`config.mk`:
```
export PLATFORM = sky130hd
export DESIGN_NAME = serial_wide_comparator_ctrl
export DESIGN_NICKNAME = d
export VERILOG_FILES = /design/src/rtl/serial_wide_comparator_ctrl.sv
export SDC_FILE = /design/constraint.sdc
export NUM_CORES = 1
export LEC_CHECK = 0
export ABC_AREA = 1
export CORE_MARGIN = 2
export CORE_UTILIZATION = 55
export DETAILED_ROUTE_END_ITERATION = 10
export GPL_TIMING_DRIVEN = 0
export PLACE_DENSITY = 0.93
export SKIP_CTS_REPAIR_TIMING = 1
export SKIP_LAST_GASP = 1
export SYNTH_ARGS = -nofsm -noshare
export SYNTH_HDL_FRONTEND = slang
export SYNTH_SLANG_ARGS = --single-unit
```
`constraint.sdc`:
```
create_clock -name clk -period 6.4 [get_ports clk]
set_clock_uncertainty 0.2 [all_clocks]
set_input_delay 1.28 -clock clk [delete_from_list [all_inputs] [get_ports clk]]
set_output_delay 1.28 -clock clk [all_outputs]
set_load 0.02 [all_outputs]
```
`src/rtl/serial_wide_comparator_ctrl.sv`:
```
// ---------------------------------------------------------------------------
// serial_wide_comparator_ctrl
//
// Compares two wide operands (W = SLICE_W*NUM_SLICES bits) by walking a
// single SLICE_W-bit compare slice across the operands, least-significant
// slice first, one slice per clock. The greater/equal/less result of each
// slice is carried into the next one, so the most significant slice that
// differs decides the final answer.
//
// Build option:
//   SIGNED_CMP_EN  when defined, the operands are two's complement. The MSB
//                  of both top-slice chunks is inverted before comparison.
//                  FSM and timing do not change.
//
// Ports:
//   clk, rst       clock; asynchronous active-high reset
//   start_valid    requester presents a job        (in)
//   start_ready    controller can accept a job     (out, decoded from state)
//   a, b           operands, captured on the start handshake
//   result_valid   agtb/aeqb/altb hold a finished compare
//   result_ready   consumer accepts the result
//   agtb/aeqb/altb three-way result, registered
//   busy           job in flight (RUN or DONE)
//
// Handshakes: a transfer happens on the rising edge where valid && ready.
// A producer holds valid (and its data) until that edge. start_ready depends
// only on the state (and on rst). result_valid and the result outputs are
// registered and do not depend on result_ready.
// ---------------------------------------------------------------------------
module serial_wide_comparator_ctrl #(
   parameter  int SLICE_W    = 4,
   parameter  int NUM_SLICES = 8,
   localparam int W          = SLICE_W * NUM_SLICES,
   localparam int IW         = (NUM_SLICES > 1) ? $clog2(NUM_SLICES) : 1
) (
   input  logic         clk,
   input  logic         rst,
   input  logic         start_valid,
   output logic         start_ready,
   input  logic [W-1:0] a,
   input  logic [W-1:0] b,
   output logic         result_valid,
   input  logic         result_ready,
   output logic         agtb,
   output logic         aeqb,
   output logic         altb,
   output logic         busy
);

   typedef enum logic [1:0] {
      IDLE = 2'd0,
      RUN  = 2'd1,
      DONE = 2'd2
   } state_t;

   localparam logic [IW-1:0] LAST = IW'(NUM_SLICES - 1);

   state_t          state;
   logic [W-1:0]    a_q;
   logic [W-1:0]    b_q;
   logic [IW-1:0]   idx;
   logic            gt_q;
   logic            eq_q;
   logic            lt_q;

   logic [SLICE_W-1:0] as;
   logic [SLICE_W-1:0] bs;
   logic               slice_gt;
   logic               slice_eq;
   logic               slice_lt;

   // Gating with rst keeps start_ready low for the whole reset pulse.
   assign start_ready = (state == IDLE) && !rst;

   assign agtb = gt_q;
   assign aeqb = eq_q;
   assign altb = lt_q;

   // Current slice compare.
   always_comb begin
      as = a_q[idx*SLICE_W +: SLICE_W];
      bs = b_q[idx*SLICE_W +: SLICE_W];
`ifdef SIGNED_CMP_EN
      // Flipping the sign bit maps two's complement ordering onto unsigned
      // ordering. Only the top slice carries the sign.
      if (idx == LAST) begin
         as[SLICE_W-1] = ~as[SLICE_W-1];
         bs[SLICE_W-1] = ~bs[SLICE_W-1];
      end
`endif
      slice_gt = (as > bs);
      slice_eq = (as == bs);
      slice_lt = (as < bs);
   end

   always_ff @(posedge clk or posedge rst) begin
      if (rst) begin
         state        <= IDLE;
         a_q          <= '0;
         b_q          <= '0;
         idx          <= '0;
         gt_q         <= 1'b0;
         eq_q         <= 1'b0;
         lt_q         <= 1'b0;
         result_valid <= 1'b0;
         busy         <= 1'b0;
      end else begin
         case (state)
            IDLE: begin
               if (start_valid) begin
                  a_q   <= a;
                  b_q   <= b;
                  idx   <= '0;
                  // Empty lower part compares as "equal".
                  gt_q  <= 1'b0;
                  eq_q  <= 1'b1;
                  lt_q  <= 1'b0;
                  busy  <= 1'b1;
                  state <= RUN;
               end
            end
            RUN: begin
               // A differing slice overrides everything below it. An equal
               // slice passes the lower result through.
               gt_q <= slice_gt | (slice_eq & gt_q);
               eq_q <= slice_eq & eq_q;
               lt_q <= slice_lt | (slice_eq & lt_q);
               if (idx == LAST) begin
                  result_valid <= 1'b1;
                  state        <= DONE;
               end else begin
                  idx <= idx + 1'b1;
               end
            end
            DONE: begin
               if (result_ready) begin
                  result_valid <= 1'b0;
                  busy         <= 1'b0;
                  state        <= IDLE;
               end
            end
            default: begin
               state <= IDLE;
            end
         endcase
      end
   end

endmodule

```
==> flow_summary_export.csv <==
group,metric,value,unit
die,initial_core_util,57.4,%
logic_synthesis,seq_area_frac_synth,50.5,%
timing,rsz0062_at_grt,"false",
cells_and_area,utilization,73.5,%
power,p_total,2.21,mW
die,io_pins,74,
flow_run,cap_violations,0,
timing,finalHoldViolations,0,
die,die_w,85.7,um
placed_design,io_buffers,73,
logic_synthesis,synth_nets,549,
timing,worstMarginPinSlew,0.892,ns
setup_path,path_class,"in2out",
clocking,numCtsBuffers,9,
setup_path,worstPathMaxFanout,2,
logic_synthesis,avgSynthCellArea,7.72,um2
placed_design,dp_slack,2.34,ns
setup_path,critPathRequiredTime,4.92,ns
grt,antenna_found_initial,0,
die,fp.coreArea,6390,um2
cells_and_area,drive_above_1_share,6.91,%
clocking,numClockSinks,74,
cells_and_area,nNetsFinal,633,
detailed_routing,drt_iter0_drc,237,
logic_synthesis,synth_cells,475,
detailed_routing,vias,3325,
setup_path,crit_chain,"clkdlybuf4s50_1 > nor3_1 > clkdlybuf4s50_1",
hold_path,hold_path_class,"reg2reg",
logic_synthesis,synthTopCellsByArea,"dfrtp_1 (50%), nand2_1 (11%), a21oi_1 (8.6%)",
clocking,worstSkewPairLatency,0.36,ns
clocking,clock_path_buffers,2,
die,rows,29,
power,powerDensity,471,nW/um2
timing,fmaxAchievable,0.247,GHz
logic_synthesis,synth-seq-cells,74,
timing,final-max-slew-violation-count,0,
cells_and_area,synthToLayoutAreaGrowth,28.0,%
timing,fin_crit_sh,63.3,%
setup_path,cp.arrival,2.57,ns
clocking,clk_pin_slew,0.08,ns
setup_path,crit_path_start_kind,"primary input",
logic_synthesis,synth_top_area_cell,"dfrtp_1",
setup_path,cp_common_cell,"clkdlybuf4s50_1",
grt,globalRouteOverflowTotal,0,
logic_synthesis,syn_area,3670,um2
timing,hold_ws,0.295,ns
timing,setup_violations,0,
detailed_routing,wl,8.83,mm
detailed_routing,vias_per_cell,5.19,
hold_path,worstHoldStart,"b_q[19]$_DFFE_PP0P_",
setup_path,worstSetupStartpoint,"rst",
placed_design,routabilityCongestion,0.870,
clocking,cts_max_level,3,
detailed_routing,wl_per_cell,13.8,um
logic_synthesis,synth_top_area_share,50.5,%
setup_path,crit-reg2reg-launch,"idx[2]$_DFFE_PP0P_",
detailed_routing,route.detailed.drc,0,
setup_path,critPathMaxStageDelay,0.65,ns
grt,track_usage,26.4,%
timing,slew-limit-headroom,40.5,%
die,dieArea,7340,um2
status,outcome,"completed",
logic_synthesis,ys_warn_count,0,
logic_synthesis,ys_types,16,
clocking,cts_root_buf,"clkbuf_8",
cells_and_area,final_common_cell,"nand2_1",
power,p_leak,2.44,nW
placed_design,dpl.hpwl,6.48,mm
clocking,cts_tree,"done",
grt,grt_pass1_vias,3376,
power,ir_drop,238,uV
detailed_routing,first_pass_iters,6,
die,dieHeight,85.7,um
grt,grt_max_degree,75,
setup_path,end_kind,"primary output",
cells_and_area,antenna_cells,0,
setup_path,cpMaxStageDelayCell,"clkdlybuf4s50_1",
timing,setup_ws,2.35,ns
timing,fin_setup_tns,0,ns
timing,min_period,4.05,ns
detailed_routing,drtAntennaViolNets,0,
cells_and_area,layout_common_cells,"nand2_1 (112), dfrtp_1 (74), clkdlybuf4s50_1 (73), inv_1 (71), nor2_1 (69)",
grt,grt_pass1_wl,15.0,mm
==> Yosys cell counts <==
| cell type | number |
|---|---|
| clkinv_1 | 1 |
| nand3_1 | 43 |
| nor3_1 | 1 |
| inv_1 | 72 |
| nand2_1 | 112 |
| ha_1 | 6 |
| clkbuf_1 | 2 |
| nor2_1 | 69 |
| nand2_2 | 1 |
| o21ai_0 | 7 |
| a21oi_1 | 63 |
| buf_4 | 1 |
| buf_2 | 10 |
| dfrtp_1 | 74 |
| buf_6 | 12 |
| nor2_4 | 1 |
==> power breakdown <==
| part | switching [mW] | internal [mW] |
|---|---|---|
| clock | 0.166 | 0.201 |
| combinational | 0.682 | 0.411 |
| sequential | 0.0713 | 0.683 |
| total | 0.919 | 1.29 |
==> sequential cells by signal, indices dropped and copies added (netlist names) <==
name and count:
altb 1, a_q 32, state 2, busy 1, aeqb 1, agtb 1
b_q 32, result_valid 1, idx 3
==> per-stage QoR <==
stage	std cells	instance area [um2]
finish	641	4700
global route	641	4700
CTS	641	4700
detailed placement	625	4500
global placement	625	4500
floorplan	475	3670
==> critical path: cells and delay by family <==
| kind | cells | cell delay [ns] |
|---|---|---|
| buf+inv | 2 | 1.12 |
| simple gates | 1 | 0.18 |
==> layer usage <==
| metal | GRT usage, % | up-vias | wire length, um |
|---|---|---|---|
| li1 | - | 1633 | - |
| met1 | 33.0 | 1547 | 3700 |
| met2 | 43.8 | 120 | 4310 |
| met3 | 5.77 | 25 | 563 |
| met4 | 12.7 | 0 | 256 |
| met5 | 0 | - | 0 |
==> path summary, 6_finish.rpt <==
check                                       endpoint  slack [ns]  depth (start not counted)
min in group asynchronous       state[1]$_DFFE_PP0P_        1.30                          2
max in group asynchronous        b_q[12]$_DFFE_PP0P_        4.10                          2
worst max-delay path                     start_ready        2.35                          3
worst max register to register      agtb$_DFFE_PP0P_        3.82                         10
worst min register to register   b_q[19]$_DFFE_PP0P_        0.29                          2
worst min-delay path             b_q[19]$_DFFE_PP0P_        0.29                          2
==> cell families after synthesis <==
kind of cell	count (synthesis)	synth area share [%]
fa+ha+maj	6	2.05
buf+inv	98	12.9
compound gates	70	9.55
simple gates	227	25.0
flops	74	50.5
==> cell type report <==
class                           instances  area, um2
Buffer                                 25        200
Clock buffer                           14        163
Clock inverter                          2       35.0
Fill cell                             468       1690
Inverter                               73        277
Multi-Input combinational cell        303       1340
Sequential cell                        74       1850
Tap cell                               77       96.3
Timing Repair Buffer                   73        731
No activity file was read; power rests on OpenSTA's default activity.
